## src/rtl/mem_bus_arb.sv

```systemverilog
// mem_bus_arb: two-requester arbiter sharing the core-side memory bus between
// the instruction-fetch port (requester 0, "if") and the memory-stage data
// port (requester 1, "mem"). Ownership covers a whole transaction: it is taken
// in IDLE, held until the bus answers with ready or the owner drops valid, and
// always returns through IDLE, so there is one idle cycle between transactions.
//
// Optional feature, selected by the macro MEM_BUS_ARB_RR_EN:
//   defined   - round-robin on conflict: the requester that did not win the
//               last completed transaction is served first.
//   undefined - fixed priority: the data port beats fetch on every conflict.
// The last-winner register is kept in both builds so that switching the
// policy changes only the conflict decision.
module mem_bus_arb #(
  parameter int ADDR_W = 64,
  parameter int DATA_W = 64
) (
  input  logic              clk,
  input  logic              rst,

  // fetch requester
  input  logic              mem_bus_arb_if_valid_i,
  input  logic [ADDR_W-1:0] mem_bus_arb_if_addr_i,
  input  logic [1:0]        mem_bus_arb_if_size_i,
  input  logic              mem_bus_arb_if_req_i,
  input  logic [DATA_W-1:0] mem_bus_arb_if_data_write_i,
  output logic              mem_bus_arb_if_ready_o,
  output logic [DATA_W-1:0] mem_bus_arb_if_data_read_o,
  output logic [1:0]        mem_bus_arb_if_resp_o,

  // data-port requester
  input  logic              mem_bus_arb_mem_valid_i,
  input  logic [ADDR_W-1:0] mem_bus_arb_mem_addr_i,
  input  logic [1:0]        mem_bus_arb_mem_size_i,
  input  logic              mem_bus_arb_mem_req_i,
  input  logic [DATA_W-1:0] mem_bus_arb_mem_data_write_i,
  output logic              mem_bus_arb_mem_ready_o,
  output logic [DATA_W-1:0] mem_bus_arb_mem_data_read_o,
  output logic [1:0]        mem_bus_arb_mem_resp_o,

  // downstream bus
  output logic              mem_bus_arb_bus_valid_o,
  output logic [ADDR_W-1:0] mem_bus_arb_bus_addr_o,
  output logic [1:0]        mem_bus_arb_bus_size_o,
  output logic              mem_bus_arb_bus_req_o,
  output logic [DATA_W-1:0] mem_bus_arb_bus_data_write_o,
  input  logic              mem_bus_arb_bus_ready_i,
  input  logic [DATA_W-1:0] mem_bus_arb_bus_data_read_i,
  input  logic [1:0]        mem_bus_arb_bus_resp_i,

  // one-hot owner: bit0 = if, bit1 = mem, 00 = idle
  output logic [1:0]        mem_bus_arb_grant_o
);

  // State encoding doubles as the one-hot grant vector.
  localparam logic [1:0] ST_IDLE    = 2'b00;
  localparam logic [1:0] ST_OWN_IF  = 2'b01;
  localparam logic [1:0] ST_OWN_MEM = 2'b10;

  localparam logic WIN_IF  = 1'b0;
  localparam logic WIN_MEM = 1'b1;

  logic [1:0] state_q, state_d;
  logic       last_q, last_d;
  logic [1:0] conflict_state;

  // Pick the owner when both requesters ask in the same idle cycle.
  always_comb begin
    conflict_state = ST_OWN_MEM;
`ifdef MEM_BUS_ARB_RR_EN
    conflict_state = (last_q == WIN_MEM) ? ST_OWN_IF : ST_OWN_MEM;
`else
    conflict_state = ST_OWN_MEM;
`endif
  end

  // Ownership FSM: grant from IDLE, release on completion or owner abort.
  always_comb begin
    state_d = state_q;
    last_d  = last_q;
    case (state_q)
      ST_IDLE: begin
        if (mem_bus_arb_if_valid_i && mem_bus_arb_mem_valid_i) begin
          state_d = conflict_state;
        end else if (mem_bus_arb_if_valid_i) begin
          state_d = ST_OWN_IF;
        end else if (mem_bus_arb_mem_valid_i) begin
          state_d = ST_OWN_MEM;
        end
      end
      ST_OWN_IF: begin
        // ready wins over a simultaneous abort and counts as completion
        if (mem_bus_arb_bus_ready_i) begin
          state_d = ST_IDLE;
          last_d  = WIN_IF;
        end else if (!mem_bus_arb_if_valid_i) begin
          state_d = ST_IDLE;
        end
      end
      ST_OWN_MEM: begin
        if (mem_bus_arb_bus_ready_i) begin
          state_d = ST_IDLE;
          last_d  = WIN_MEM;
        end else if (!mem_bus_arb_mem_valid_i) begin
          state_d = ST_IDLE;
        end
      end
      default: begin
        state_d = ST_IDLE;
      end
    endcase
  end

  // Route the owner's request downstream and the bus response back to it only.
  always_comb begin
    mem_bus_arb_bus_valid_o      = 1'b0;
    mem_bus_arb_bus_addr_o       = '0;
    mem_bus_arb_bus_size_o       = '0;
    mem_bus_arb_bus_req_o        = 1'b0;
    mem_bus_arb_bus_data_write_o = '0;
    mem_bus_arb_if_ready_o       = 1'b0;
    mem_bus_arb_if_data_read_o   = '0;
    mem_bus_arb_if_resp_o        = '0;
    mem_bus_arb_mem_ready_o      = 1'b0;
    mem_bus_arb_mem_data_read_o  = '0;
    mem_bus_arb_mem_resp_o       = '0;
    case (state_q)
      ST_OWN_IF: begin
        mem_bus_arb_bus_valid_o      = mem_bus_arb_if_valid_i;
        mem_bus_arb_bus_addr_o       = mem_bus_arb_if_addr_i;
        mem_bus_arb_bus_size_o       = mem_bus_arb_if_size_i;
        mem_bus_arb_bus_req_o        = mem_bus_arb_if_req_i;
        mem_bus_arb_bus_data_write_o = mem_bus_arb_if_data_write_i;
        mem_bus_arb_if_ready_o       = mem_bus_arb_bus_ready_i;
        mem_bus_arb_if_data_read_o   = mem_bus_arb_bus_data_read_i;
        mem_bus_arb_if_resp_o        = mem_bus_arb_bus_resp_i;
      end
      ST_OWN_MEM: begin
        mem_bus_arb_bus_valid_o      = mem_bus_arb_mem_valid_i;
        mem_bus_arb_bus_addr_o       = mem_bus_arb_mem_addr_i;
        mem_bus_arb_bus_size_o       = mem_bus_arb_mem_size_i;
        mem_bus_arb_bus_req_o        = mem_bus_arb_mem_req_i;
        mem_bus_arb_bus_data_write_o = mem_bus_arb_mem_data_write_i;
        mem_bus_arb_mem_ready_o      = mem_bus_arb_bus_ready_i;
        mem_bus_arb_mem_data_read_o  = mem_bus_arb_bus_data_read_i;
        mem_bus_arb_mem_resp_o       = mem_bus_arb_bus_resp_i;
      end
      default: begin
        mem_bus_arb_bus_valid_o = 1'b0;
      end
    endcase
  end

  // State and last-winner registers; reset leaves fetch as the last winner.
  always_ff @(posedge clk) begin
    if (rst) begin
      state_q <= ST_IDLE;
      last_q  <= WIN_IF;
    end else begin
      state_q <= state_d;
      last_q  <= last_d;
    end
  end

  assign mem_bus_arb_grant_o = state_q;

endmodule

```

## config.mk

```make
export PLATFORM = sky130hd
export DESIGN_NAME = mem_bus_arb
export DESIGN_NICKNAME = d
export VERILOG_FILES = /design/src/rtl/mem_bus_arb.sv
export SDC_FILE = /design/constraint.sdc
export NUM_CORES = 1
export LEC_CHECK = 0
export BUFFER_PORTS_ARGS = -buffer_cell sky130_fd_sc_hd__buf_2
export CAP_MARGIN = 5
export CORE_AREA = 2 2 231 233
export DETAILED_ROUTE_END_ITERATION = 10
export DIE_AREA = 0 0 233 235
export PLACE_DENSITY_LB_ADDON = 0.08
export SETUP_SLACK_MARGIN = 0.3
export SYNTH_ARGS = -nofsm -noshare
export SYNTH_HDL_FRONTEND = slang
export SYNTH_SLANG_ARGS = --single-unit
```

## constraint.sdc

```tcl
create_clock -name clk -period 1.8 [get_ports clk]
set_input_delay 0.27 -clock clk [delete_from_list [all_inputs] [get_ports clk]]
set_output_delay 0.27 -clock clk [all_outputs]
set_load 0.05 [all_outputs]
```

==> summary.txt, run 1 <==
Drt
  • Drt wl/cell: 17.2 um
  • Number of remaining DRC errors: 0
  • ANT nets after route: 0
  • Drt first pass iters: 4
  • Vias: 6,079
  • Drt total wl: around 30 mm
  • Initial DRC Count: 181
  • Via/cell ratio: about 3.4

Worst setup path
  • Reg2Reg Setup Slack: 0.03 ns
  • Endpoint class of the critical path: output port
  • Register-to-Register Path Depth: 9
  • CP Launch Point: mem_bus_arb_grant_o[1]$_SDFFE_PP0P_
  • Critical Path AT: ~1.7 ns
  • CP max FO: 52
  • Worst EP required: 1.53 ns
  • Critical path startpoint category: flop
  • Worst r2r src: mem_bus_arb_grant_o[1]$_SDFFE_PP0P_
  • R2r endpoint: mem_bus_arb_grant_o[0]$_SDFFE_PP0P_
  • WS Path Type: reg2out

Floorplan
  • Die Y: 235 um
  • Starting Density: under 10%
  • Die ar.: between 50,000 and 60,000 um2
  • FP Rows: 84
  • Die W: 233 um
  • Core ar.: 52,200 um2
  • IO Pins: ~600

Power and ir drop
  • Comb power frac: 92.2%
  • Pwr Density: 452 nW/um2
  • Leak: 4.73 nW
  • Part of the power in registers: 1.2%
  • Peak supply drop: 0.000220 V
  • Switching part of the total: 50.8%
  • Switching power: 2.54 mW
  • P_int: 2.45 mW
  • Clock group share of total power: 6.6%
  • Total design power: approximately 5.0 mW

Placed design
  • Setup WS pre-CTS: -0.0447 ns
  • Area after DPL: 8510 um2
  • HPWL Detailed: around 25 mm
  • Gp weighted congestion: 0.861
  • Placed insts: 1,765
  • Port bufs: 600

GRT
  • Total congestion overflow: 0
  • First-pass GRT wire length: 40.3 mm
  • Initial antenna violation count: 5
  • Pin count of the biggest net entering global routing: 53
  • GRT Util Overall: 9.69%
  • Number of global-route vias before repair: 5,989

Yosys
  • Average size of a mapped cell: 6.69 um2
  • Largest area contributor in the netlist: a22oi_1
  • Syn Nets: ~800
  • Number of synthesized register bits: 2
  • Synth top area cells: a22oi_1, and2_1, nor2b_1
  • Synthesized instance count: between 400 and 500
  • Synth warnings: 0
  • Yosys cell types: 19
  • Seq/Total Area, Yosys: 1.26%
  • Top cell type's share of synthesized area: 31.0%
  • Synthesized cell area: 3180 um2

Finish
  • Final Instance Count excl. Fillers: between 1,500 and 2,000
  • Share of post-route cells with drive strength above 1: 90.1%
  • Final #Nets: 1,437
  • Most frequent cells in the layout: buf_2, buf_6, buf_4, a22oi_2, nor2b_4
  • Max reg flops: 2
  • # diodes: 0
  • Area Overhead vs Synth: 247%
  • Final instance area: 11,000 um2
  • Commonest non-fill, non-tap cell in the layout: buf_2

Clock network
  • Worst skew pair latency: approximately 0.22 ns
  • Clk slew on worst S/H paths: 0.03 ns
  • CTS Buf Count: 3
  • Clock root cell: clkbuf_16
  • CTS tree: yes
  • Clk sinks: 2
  • CTS max path bufs: 2
  • H-tree level count: 1

Timing
  • Final min period: 1.94 ns
  • Endpoints failing hold: 0
  • Normalized max-slew margin: 81.2%
  • Setup violators final: 224
  • Worst-Margin Slew: 0.282 ns
  • Clock skew: 0.000602 ns
  • Setup WS post-layout: -0.142 ns
  • Worst Hold Margin: 0.246 ns
  • RSZ-0062 raised after global routing: yes
  • Slew Limit Fails: 0
  • Fmax: 0.515 GHz
  • Fin crit share: 108%

Outcome
  • Failing checks: setup timing
  • Outcome: finished with violations

Hold path
  • Hold path cells: 2
  • Hold Path Origin: rst
  • Hold Path Class: in2reg
  • Hold Path End: mem_bus_arb_grant_o[0]$_SDFFE_PP0P_

Job
  • Max cap viols: 0
synth_stat cells:
cell       count
clkbuf_1      11
a22oi_1      131
nor2_1         2
nor2b_1      132
a22oi_2        1
buf_6         12
o21ai_0        1
buf_4          3
inv_1          4
a211oi_2       1
or3_1          1
buf_2         32
o2bb2ai_1      1
ha_1           3
and2_1       134
a21oi_1        2
o22ai_1        1
dfxtp_1        2
a2bb2oi_1      1
logic make-up after synthesis:
group | count (synthesis) | share of synthesized area [%]
AND/OR/NAND/NOR | 269 | 52.8
AO/OA/AOI/OAI | 139 | 33.0
buffers and inverters | 62 | 11.8
adder cells (fa/ha/maj) | 3 | 1.18
flip-flops | 2 | 1.26
metal layers:
metal / routed length (um) / track usage (%)
met5: 27 / 0
met4: 232 / 0.540
met3: 2130 / 1.89
met2: 16400 / 18.8
met1: 12000 / 11.3
worst max path at each step:
| stage | to | slack [ns] | depth (start not counted) |
|---|---|---|---|
| floorplan | mem_bus_arb_bus_addr_o[44] | -0.005 | 6 |
| global placement | mem_bus_arb_bus_data_write_o[59] | -0.03 | 7 |
| detailed placement | mem_bus_arb_bus_data_write_o[59] | -0.04 | 7 |
| CTS | mem_bus_arb_bus_data_write_o[59] | -0.19 | 7 |
| global route | mem_bus_arb_bus_addr_o[35] | -0.21 | 7 |
| finish | mem_bus_arb_bus_addr_o[35] | -0.14 | 5 |
what timing repair did:
| item | in CTS | in global routing |
|---|---|---|
| gates cloned | 0 | 11 |
| setup endpoints to repair | 268 | 268 |
| pin swaps | 21 | 8 |
| resized for setup | 263 | 470 |
| hold buffers | 0 | 0 |
| setup buffers | 3 | 5 |
through the flow:
stage / utilization [%] / setup TNS [ns]
after floorplan: - / -0.325
after global placement: 16.3 / -0.0656
after global routing: 21.1 / -31.31
after CTS: 18.1 / -29.63
final: 21.1 / -15.42
after detailed placement: 16.3 / -0.0712
cell type report:
type | count | area, um2
clock buffer | 3 | 75.1
tap | 688 | 861
sequential | 2 | 47.5
fill | 5872 | 41200
timing repair buffer | 679 | 5750
multi-input combinational | 411 | 4280
inverter | 4 | 20.0
worst max-delay path: stages, from the launching register on:
cell     delay (ns)
dfxtp_4        0.37
inv_4          0.06
ha_4           0.33
buf_16         0.22
nor2b_2        0.24
buf_12         0.15
power by group through the flow:
| stage | Combinational, mW | Sequential [mW] | Clock, mW |
|---|---|---|---|
| after detailed placement | 3.68 | 0.0579 | 0 |
| after floorplan | 2.42 | 0.0709 | 0 |
| after global routing | 4.84 | 0.0580 | 0.343 |
| after global placement | 3.71 | 0.0573 | 0 |
| after CTS | 3.98 | 0.0574 | 0.338 |
| final | 4.60 | 0.0577 | 0.331 |
(Power assumes the default switching activity.)
==> run 2: changes to the inputs <==
Settings changed: BUFFER_PORTS_ARGS -buffer_cell sky130_fd_sc_hd__buf_2 to default, CORE_AREA 2 2 231 233 to 2 2 233 235, DIE_AREA 0 0 233 235 to 0 0 235 237, DONT_BUFFER_PORTS from default to 1.
==> run 2 against run 1 <==
Effect of this change:
- the flow still finishes with violations (setup timing)
- power increased by 11%
- hold slack got worse by 0.14 ns
- utilization about the same
- critical path depth grew 2
- largest cell class unchanged
==> summary.txt, run 2 (synthesis gave the netlist of run 1 again) <==
Outcome
  • Outcome: finished with violations
  • Failing checks: setup timing

Clock network
  • Clock root cell: clkbuf_16
  • Worst skew pair latency: 0.22 ns (about the same)
  • Clk slew on worst S/H paths: 0.03 ns (about the same)
  • CTS max path bufs: 2 (unchanged)
  • Hold_buf cts: 0 (unchanged)
  • H-tree level count: 1 (unchanged)
  • CTS Buf Count: 3 (unchanged)
  • CTS tree: yes
  • Clk sinks: 2 (unchanged)

Timing
  • Worst-Margin Slew: 0.267 ns (-0.0156 ns)
  • Slew Limit Fails: 0 (unchanged)
  • Fin crit share: 110% (+1.6 points)
  • Clock skew: 0.00229 ns (+0.00168 ns)
  • Normalized max-slew margin: 82.0% (+0.85 points)
  • RSZ-0062 raised after global routing: yes
  • Final min period: 1.97 ns (+0.0293 ns)
  • Setup WS post-layout: -0.171 ns (-0.0293 ns)
  • TNS Setup: -18.29 ns (-2.87 ns)
  • Fmax: 0.507 GHz (-1.5%)
  • Endpoints failing hold: 0 (unchanged)
  • Setup violators final: 214 (-4.5%)

Placed design
  • HPWL Detailed: 21.9 mm (-12%)
  • Port bufs: 0 (-100%)
  • Gp weighted congestion: 0.787 (-8.5%)
  • Area after DPL: 9060 um2 (+6.5%)
  • Placed insts: 1,344 (-24%)

Power and ir drop
  • P_int: 2.87 mW (+17%)
  • Leak: 3.77 nW (-20%)
  • Peak supply drop: 0.000217 V (-1.1%)
  • Comb power frac: 93.0% (+0.8 points)
  • Switching power: 2.66 mW (+4.9%)
  • Part of the power in registers: 1.0% (-0.2 points)
  • Total design power: 5.53 mW (+11%)
  • Switching part of the total: 48.1% (-2.7 points)
  • Pwr Density: 491 nW/um2 (+8.6%)
  • Clock group share of total power: 6.0% (-0.6 points)

Worst setup path
  • Worst r2r src: mem_bus_arb_grant_o[1]$_SDFFE_PP0P_
  • CP max FO: 21 (-60%)
  • Endpoint class of the critical path: output port
  • Reg2Reg Setup Slack: 0.02 ns (about the same)
  • CP Launch Point: mem_bus_arb_grant_o[0]$_SDFFE_PP0P_
  • Critical Path AT: 1.70 ns (+0.03 ns)
  • WS Path Type: reg2out
  • Critical path startpoint category: flop
  • Worst EP required: 1.53 ns (about the same)

Drt
  • Met2 wire len: 19.3 mm (+18%)
  • Metal-1 WL: 11.7 mm (-2.5%)
  • Metal3 WL: 2.09 mm (-2.0%)
  • Via/cell ratio: 3.51 (+3.1%)
  • Vias: 4,958 (-18%)
  • Drt first pass iters: 4 (unchanged)
  • Drt wl/cell: 24.1 um (+40%)
  • Number of remaining DRC errors: 0 (unchanged)
  • ANT nets after route: 0 (unchanged)
  • Max Used Layer: met4
  • Drt total wl: 34.0 mm (+11%)
  • Initial DRC Count: 190 (+5.0%)

Finish
  • Layout fillers: 5,684 (-3.2%)
  • Final Util: 21.1% (about the same)
  • Final Instance Count excl. Fillers: 1,414 (-21%)
  • Share of post-route cells with drive strength above 1: 91.5% (+1.4 points)
  • Most frequent cells in the layout: buf_12, a22oi_2, and2_4, nor2b_4, nor2b_2
  • Max reg flops: 2 (unchanged)
  • Commonest non-fill, non-tap cell in the layout: buf_12
  • Final #Nets: 1,056 (-27%)
  • # diodes: 0 (unchanged)
  • Final instance area: 11,300 um2 (+2.1%)
  • Area Overhead vs Synth: 254%

Floorplan
  • Core ar.: 53,300 um2 (+2.0%)
  • Starting Density: 5.96% (-0.12 points)
  • Die Y: 237 um (+0.85%)
  • Die ar.: 55,700 um2 (+1.7%)
  • IO Pins: 601 (unchanged)
  • Die W: 235 um (+0.86%)
  • FP Rows: 85 (+1.2%)

GRT
  • Number of global-route vias before repair: 5,024 (-16%)
  • Initial antenna violation count: 1 (-4)
  • First-pass GRT wire length: 38.7 mm (-4.1%)
  • GRT Util Overall: 9.48% (-0.21 points)
  • Pin count of the biggest net entering global routing: 42 (-21%)
  • Total congestion overflow: 0 (unchanged)

Hold path
  • Hold Path Origin: rst
  • Hold Path Class: in2reg

Job
  • Max cap viols: 0 (unchanged)
[run 2: power groups by stage]
stage	sequential, mW	clock [mW]	combinational, mW
3_3_place_gp	0.0573	0	3.87
6_report	0.0572	0.329	5.14
3_5_place_dp	0.0574	0	3.88
4_1_cts	0.0574	0.338	4.43
2_1_floorplan	0.0709	0	2.42
5_1_grt	0.0580	0.342	5.34
[run 2: critical path: stages (launching register included)]
cell and delay, ns:
dfxtp_4 0.35, inv_4 0.08, ha_4 0.17, buf_12 0.17, buf_16 0.19, a22oi_1 0.12
nor2b_2 0.18, buf_12 0.15
[run 2: through the flow]
step,setup WS (ns),hold WS [ns]
detailed placement,-0.00658,0.335
global route,-0.230,0.105
global placement,0.0236,0.331
floorplan,-0.00490,0.325
finish,-0.171,0.109
CTS,-0.166,0.108
[run 2: path summary, 6_finish.rpt]
check,to,cells after the start
max reg2reg,mem_bus_arb_grant_o[0]$_SDFFE_PP0P_,9
min reg2reg,mem_bus_arb_grant_o[0]$_SDFFE_PP0P_,3
max,mem_bus_arb_bus_addr_o[28],7
min,mem_bus_arb_grant_o[0]$_SDFFE_PP0P_,1
[run 2: cell type report]
cell class	instances	area (um2)	share of cell area [%]
inverters	4	20.0	0.178
flip-flops and latches	2	47.5	0.422
clock buffers	3	75.1	0.667
multi-input cells	411	4390	39.0
well taps	696	871	7.74
repair buffers	298	5850	52.0
[run 2: timing repair]
action,in CTS,in global routing
buffers inserted,9,17
gates resized for setup,89,129
pin swaps,30,35
endpoints found under the setup margin,268,268
gates cloned,15,26
[run 2: per-layer routing]
metal / up-vias / GRT usage, %
met5: - / 0
met3: 39 / 2.23
met1: 2485 / 9.59
met4: 0 / 2.65
li1: 2149 / -
met2: 285 / 19.0
